<file path="config.mk">
export PLATFORM = sky130hd
export DESIGN_NAME = mem_port_arbiter
export DESIGN_NICKNAME = d
export VERILOG_FILES = /design/src/rtl/mem_port_arbiter.sv
export SDC_FILE = /design/constraint.sdc
export NUM_CORES = 1
export LEC_CHECK = 0
export CAP_MARGIN = 20
export CORE_MARGIN = 5
export CORE_UTILIZATION = 41
export DETAILED_ROUTE_END_ITERATION = 7
export PLACE_DENSITY = 0.81
export SLEW_MARGIN = 15
export SYNTH_ARGS = -nofsm -noshare
export SYNTH_HDL_FRONTEND = slang
export SYNTH_SLANG_ARGS = --single-unit
</file>
<file path="constraint.sdc">
create_clock -name clk -period 2.7 [get_ports clk]
set_clock_uncertainty 0.05 [all_clocks]
set_input_delay 0.81 -clock clk [delete_from_list [all_inputs] [get_ports clk]]
set_output_delay 0.81 -clock clk [all_outputs]
set_load 0.02 [all_outputs]
</file>
<file path="src/rtl/mem_port_arbiter.sv">
// Shares one single-port memory between instruction fetch and the load/store path.
// Optional macro ARB_ROUND_ROBIN_EN: alternate the winner on contested grants (default: data always wins).
module mem_port_arbiter #(
    parameter int DATA_WIDTH  = 32,
    parameter int ADDR_WIDTH  = 32,
    parameter int WAIT_STATES = 2
) (
    input  logic                  clk,
    input  logic                  reset,
    input  logic                  ifetch_req_i,
    input  logic [ADDR_WIDTH-1:0] ifetch_addr_i,
    output logic [DATA_WIDTH-1:0] ifetch_data_o,
    output logic                  ifetch_ack_o,
    input  logic                  mem_read_i,
    input  logic                  mem_write_i,
    input  logic [ADDR_WIDTH-1:0] data_addr_i,
    input  logic [DATA_WIDTH-1:0] data_wdata_i,
    output logic [DATA_WIDTH-1:0] data_rdata_o,
    output logic                  data_ack_o,
    output logic                  stall_o,
    output logic [ADDR_WIDTH-1:0] mem_addr_o,
    output logic [DATA_WIDTH-1:0] mem_wdata_o,
    output logic                  mem_re_o,
    output logic                  mem_we_o,
    input  logic [DATA_WIDTH-1:0] mem_rdata_i
);

    localparam logic [3:0] WAIT_CNT = 4'(WAIT_STATES);

    typedef enum logic [1:0] {
        IDLE   = 2'd0,
        ACCESS = 2'd1,
        DONE   = 2'd2
    } state_t;

    state_t     state;
    state_t     state_next;
    logic [3:0] count;
    logic       owner_data;
    logic       op_write;
    logic       data_req;
    logic       grant_data;
    logic       grant;
`ifdef ARB_ROUND_ROBIN_EN
    logic       last_data;
`endif

    assign data_req = mem_read_i | mem_write_i;
    assign grant    = (state == IDLE) && (data_req || ifetch_req_i);

    // Winner selection; only meaningful while grant is high.
    always_comb begin
        grant_data = data_req;
`ifdef ARB_ROUND_ROBIN_EN
        if (data_req && ifetch_req_i) begin
            grant_data = ~last_data;
        end
`endif
    end

    always_comb begin
        state_next = state;
        case (state)
            IDLE:    if (grant) state_next = ACCESS;
            ACCESS:  if (count == 4'd0) state_next = DONE;
            DONE:    state_next = IDLE;
            default: state_next = IDLE;
        endcase
    end

    always_ff @(posedge clk or negedge reset) begin
        if (!reset) begin
            state <= IDLE;
        end else begin
            state <= state_next;
        end
    end

    always_ff @(posedge clk or negedge reset) begin
        if (!reset) begin
            count         <= 4'd0;
            owner_data    <= 1'b0;
            op_write      <= 1'b0;
            mem_addr_o    <= '0;
            mem_wdata_o   <= '0;
            ifetch_data_o <= '0;
            data_rdata_o  <= '0;
            ifetch_ack_o  <= 1'b0;
            data_ack_o    <= 1'b0;
`ifdef ARB_ROUND_ROBIN_EN
            last_data     <= 1'b0;
`endif
        end else begin
            ifetch_ack_o <= 1'b0;
            data_ack_o   <= 1'b0;
            if (grant) begin
                mem_addr_o <= grant_data ? data_addr_i : ifetch_addr_i;
                if (grant_data) begin
                    mem_wdata_o <= data_wdata_i;
                end
                // A simultaneous read+write is carried out as a write only.
                op_write   <= grant_data & mem_write_i;
                owner_data <= grant_data;
                count      <= WAIT_CNT;
`ifdef ARB_ROUND_ROBIN_EN
                if (data_req && ifetch_req_i) begin
                    last_data <= grant_data;
                end
`endif
            end
            if (state == ACCESS) begin
                if (count != 4'd0) begin
                    count <= count - 4'd1;
                end else begin
                    ifetch_ack_o <= ~owner_data;
                    data_ack_o   <= owner_data;
                    if (!op_write) begin
                        if (owner_data) begin
                            data_rdata_o <= mem_rdata_i;
                        end else begin
                            ifetch_data_o <= mem_rdata_i;
                        end
                    end
                end
            end
        end
    end

    assign mem_re_o = (state == ACCESS) && !op_write;
    assign mem_we_o = (state == ACCESS) && op_write && (count == 4'd0);
    // Gated by reset so that every output reads 0 while reset is held.
    assign stall_o  = reset && (ifetch_req_i || data_req) && !(ifetch_ack_o || data_ack_o);

endmodule
</file>
Word level (Yosys, flattened, before mapping)
Cells that the tools add are included.

operators by class
  $lt $le $gt $ge = 0
  eq/ne operators = 3
  mux-type cells = 11
  reductions and logical operators = 17
  add/subtract/negate cells = 1
  divide/modulo/power cells = 0
  shifts and indexed selects = 0
  bitwise logic cells = 5
  $mul = 0

operator list
  kind                                                                      number
  32-bit two-way mux                                                        1
  4-bit two-way mux                                                         3
  4-bit AND reduction                                                       2
  1-bit logical AND                                                         6
  4-bit zero test                                                           1
  1-bit two-way mux                                                         4
  2-bit two-way mux                                                         2
  2-bit one-hot mux with 2 select lines                                     1
  2-bit AND reduction                                                       2
  4-bit nonzero test                                                        1
  4-bit by 1-bit subtractor with 4-bit output (second input constant)       1
  1-bit inverter                                                            3
  2-bit by 1-bit equality test with 1-bit output (second input constant)    1
  1-bit zero test                                                           2
  2-bit zero test                                                           1
  1-bit logical OR                                                          2
  2-bit by 1-bit inequality test with 1-bit output (second input constant)  1
  2-bit inequality test (second input constant)                             1
  1-bit AND                                                                 1
  1-bit bitwise OR                                                          1

storage, ports and cells
  logic and storage cells = 47
  bits in latches = 0
  register bits after elaboration = 138
  input port bits = 133
  bits in read-only memories = 0
  memories kept = 0
  bits in writable memories = 0
  output and inout port bits = 133

Depth between registers and ports, before layout
  depth after elaboration = 6
  mapped depth = 6
  depth with buffers taken out = 5

Least setup slack after synthesis
Ideal clock, no wire load.

  kind = input -> output
  start = input port ifetch_req_i
  end = output port stall_o
  stages = 4
  buffers on the path = 2
  setup slack = -0.107 ns
  arrival time = 1.947 ns
  data required time = 1.840 ns
  path through = nor3_1 > clkbuf_1 > clkbuf_1 > nor4b_1

on the way
  cells in the longest elaborated chain, start to end = 3

ends and longest elaborated chain
  element                          line  source
  from (decl)                      10    input logic ifetch_req_i,
  1-bit logical OR                 132   assign stall_o = reset && (ifetch_req_i || data_req) && !(ifetch_ack_o || data_ack_o);
  1-bit logical AND (2 in series)  132
  to (decl)                        20    output logic stall_o,

Every way passes these cells.

Worst setup path in the final report
Ends and elaborated chain as after synthesis.

==> reports/results.tsv <==
stage	metric	value	unit
outcome	status	finished, final reports clean	
floorplan	num rows	42	
floorplan	DIE AREA	16000	um^2
sta	Setup-failing EPs final	0	
logic_synthesis	Syn. warnings	0	
logic_synthesis	Mapped Area	5580	um^2
routing	Initial DRC Count	165	
setup_path	Worst Setup End Kind	primary output	
sta	RSZ-0062 raised after global routing	no	
setup_path	Reg-to-Reg Start	count[0]	
setup_path	crit-path leading delay family	buffers and inverters	
global_route	first-pass GRT wire length	23600	um
setup_path	CP required	1.84	ns
run	Max-cap violations	0	
setup_path	Worst R2R End	ifetch_data_o[25]	
clock_tree	CTS Buf Count	17	
clock_tree	Clock Tree Buf Depth	2	
clock_tree	Clk pin slew, worst setup/hold paths	0.06	ns
setup_path	Worst path slowest cell	clkdlybuf4s50_1	
sta	final max-slew violation count	0	
sta	Hold Fails Final Rpt	0	
cells_and_area	layout cells sized above 1	21.8	%
routing	vias per cell	4.96	
min_path	worst hold start	ifetch_data_o[6]	
floorplan	total I/O pin count	266	
global_route	vias in the first global route	4629	
setup_path	Crit Path Max Fanout	3	
logic_synthesis	Synth cell types	30	
floorplan	chip width	127	um
logic_synthesis	sequential element share of the synthesized area	61.9	%
cells_and_area	fill cell count	952	
setup_path	FF-to-FF path depth	7	
global_route	GRT Overall Usage	18.5	%
sta	worst slew pin tran	0.938	ns
setup_path	critical path launch point type	primary input	
routing	total wire length	15000	um
clock_tree	CTS tree	built	
placed_design	RePlAce Congestion	0.766	
placed_design	buffers added on ports	265	
routing	DRC violations left	0	
setup_path	crit path DAT	1.77	ns
logic_synthesis	Post-Syn Instances	391	
global_route	initial antenna violation count	0	
setup_path	CP Cell Sequence	clkdlybuf4s50_1, nor3_2, nor4b_2, buf_4	
cells_and_area	most frequent cells in the layout	clkdlybuf4s50_1, dfrtp_1, mux2_2	
cells_and_area	Finished Cell Area	9130	um^2
pwr	pwr dens	1270	nW/um^2
floorplan	die height	127	um
placed_design	HPWL after DPL	11200	um
logic_synthesis	Syn Nets	525	
setup_path	Crit Path Category	primary input to primary output	
clock_tree	H-tree levels	4	
placed_design	placed standard-cell area	8490	um^2
cells_and_area	Ant. Diodes	0	
clock_tree	root buf cell	clkbuf_16	
sta	Final Critical Period	2.63	ns
cells_and_area	most common cell after layout, fill and taps aside	clkdlybuf4s50_1	
min_path	Hold WC Path Type	register to register	
clock_tree	worst-skew pair later-pin latency	0.41	ns
logic_synthesis	syn_area_per_cell	14.3	um^2
setup_path	CP bufs+invs	2	
min_path	hold path depth	1	
routing	via count	4213	
sta	relative slew slack	37.5	%
sta	f_max	381	MHz
routing	Initial DRT Pass Iterations	4	
clock_tree	TritonCTS sink count	138	
min_path	hold path endpoint	ifetch_data_o[6]	
sta	Final Cycle Share	97.3	%
global_route	Remaining Overflow, GRT	0	
routing	WL/cell	17.7	um
global_route	largest net degree at the start of global routing	78	
pwr	overall power	11.6	mW
routing	Routed Antenna Nets	0	
pwr	P_leak	3.76	nW
setup_path	R2R setup slack	0.58	ns
clock_tree	Post-CTS Hold Fix Bufs	0	
floorplan	Starting Density	42.0	%
sta	Hold Slack	0.433	ns
setup_path	max incr delay on CP	0.42	ns
logic_synthesis	Yosys reg bits	138	
floorplan	area of the core	13300	um^2
cells_and_area	Area Growth Syn to Fin	63.6	%
pwr	maximum VDD drop	0.617	mV
clock_tree	postcts setup bufs	0	
cells_and_area	Final #Nets	795	
-- cell usage after synthesis (all sizes together) --
| master | count | area share, % |
|---|---|---|
| or3b | 1 | 0.16 |
| a2bb2oi | 1 | 0.16 |
| o21ai | 66 | 5.9 |
| nand2b | 2 | 0.22 |
| nor3b | 1 | 0.13 |
| clkbuf | 12 | 0.81 |
| a22o | 1 | 0.16 |
| nor2 | 5 | 0.34 |
| nor4 | 1 | 0.38 |
| nor3 | 4 | 0.36 |
| o311ai | 1 | 0.16 |
| nand2 | 1 | 0.067 |
| o21bai | 1 | 0.13 |
| ha | 1 | 0.22 |
| o211ai | 3 | 0.40 |
| nand4bb | 1 | 0.49 |
| mux2 | 96 | 19 |
| inv | 3 | 0.20 |
| mux2i | 32 | 5.7 |
| or4b | 1 | 0.18 |
| and2 | 2 | 0.22 |
| nor4b | 2 | 0.58 |
| or2 | 1 | 0.11 |
| dfrtp | 138 | 62 |
| o22ai | 1 | 0.11 |
| buf | 13 | 1.5 |
-- worst max path at each step --
stage / startpoint / endpoint / slack (ns) / cells past startpoint
after floorplan: ifetch_req_i / stall_o / 0.16 / 4
final: ifetch_req_i / stall_o / 0.07 / 4
after global placement: mem_read_i / stall_o / -0.37 / 4
after detailed placement: mem_write_i / stall_o / -0.39 / 4
after global routing: mem_read_i / stall_o / 0.005 / 4
after CTS: count[0] / mem_we_o / 0.01 / 6
-- final cells by class --
class | instances | area [um^2] | share of cell area [%]
clock buffer | 22 | 484 | 5.30
clock inverter | 10 | 161 | 1.77
inverter | 3 | 11.3 | 0.123
multi-input combinational | 225 | 2020 | 22.2
sequential | 138 | 3450 | 37.8
tap | 176 | 220 | 2.41
timing repair buffer | 276 | 2780 | 30.4
-- per-layer routing --
| layer | global-route usage [%] | routed length [um] |
|---|---|---|
| met1 | 20.2 | 5540 |
| met2 | 32.1 | 7730 |
| met3 | 7.61 | 1360 |
| met4 | 7.32 | 385 |
| met5 | 0 | 0 |
-- worst reg2reg max path, delay by kind of cell, from the launching register on --
kind	cells	cell delay, ns
flops	1	0.39
mux	1	0.41
simple gates	2	0.23
buf+inv	3	0.69
fa+ha+maj	1	0.22
-- flip-flops by register name, summed over array words and instances, names as in the netlist --
signal and cells:
data_rdata_o 32, ifetch_data_o 32, mem_addr_o 32, mem_wdata_o 32
count 4, state 2, data_ack_o 1, ifetch_ack_o 1
op_write 1, owner_data 1
-- where the power goes --
| part | internal, mW | switching [mW] |
|---|---|---|
| Sequential | 3.11 | 0.570 |
| Clock | 1.64 | 0.850 |
| Combinational | 2.81 | 2.62 |
-- per-stage QoR --
stage	utilization [%]	setup TNS (ns)	std cells	worst slack, ns
floorplan	-	0	391	0.163
global placement	63.9	-0.373	818	-0.373
detailed placement	63.9	-0.388	818	-0.388
CTS	68.7	0	850	0.0142
global route	68.7	0	850	0.00502
finish	68.7	0	850	0.0742
-- cell families (layout without fill, tap and decap cells) --
family / after synthesis / in the layout / share of synthesized area (%)
flops: 138 / 138 / 61.9
mux: 128 / 128 / 25.1
compound gates: 74 / 74 / 7.04
buf+inv: 28 / 311 / 2.51
simple gates: 22 / 22 / 3.25
fa+ha+maj: 1 / 1 / 0.224
-- repair_timing --
action	4_1_cts	5_1_grt
endpoints found under the setup margin	3	2
gates cloned	0	0
gates resized for setup	10	3
(Power assumes the default switching activity.)
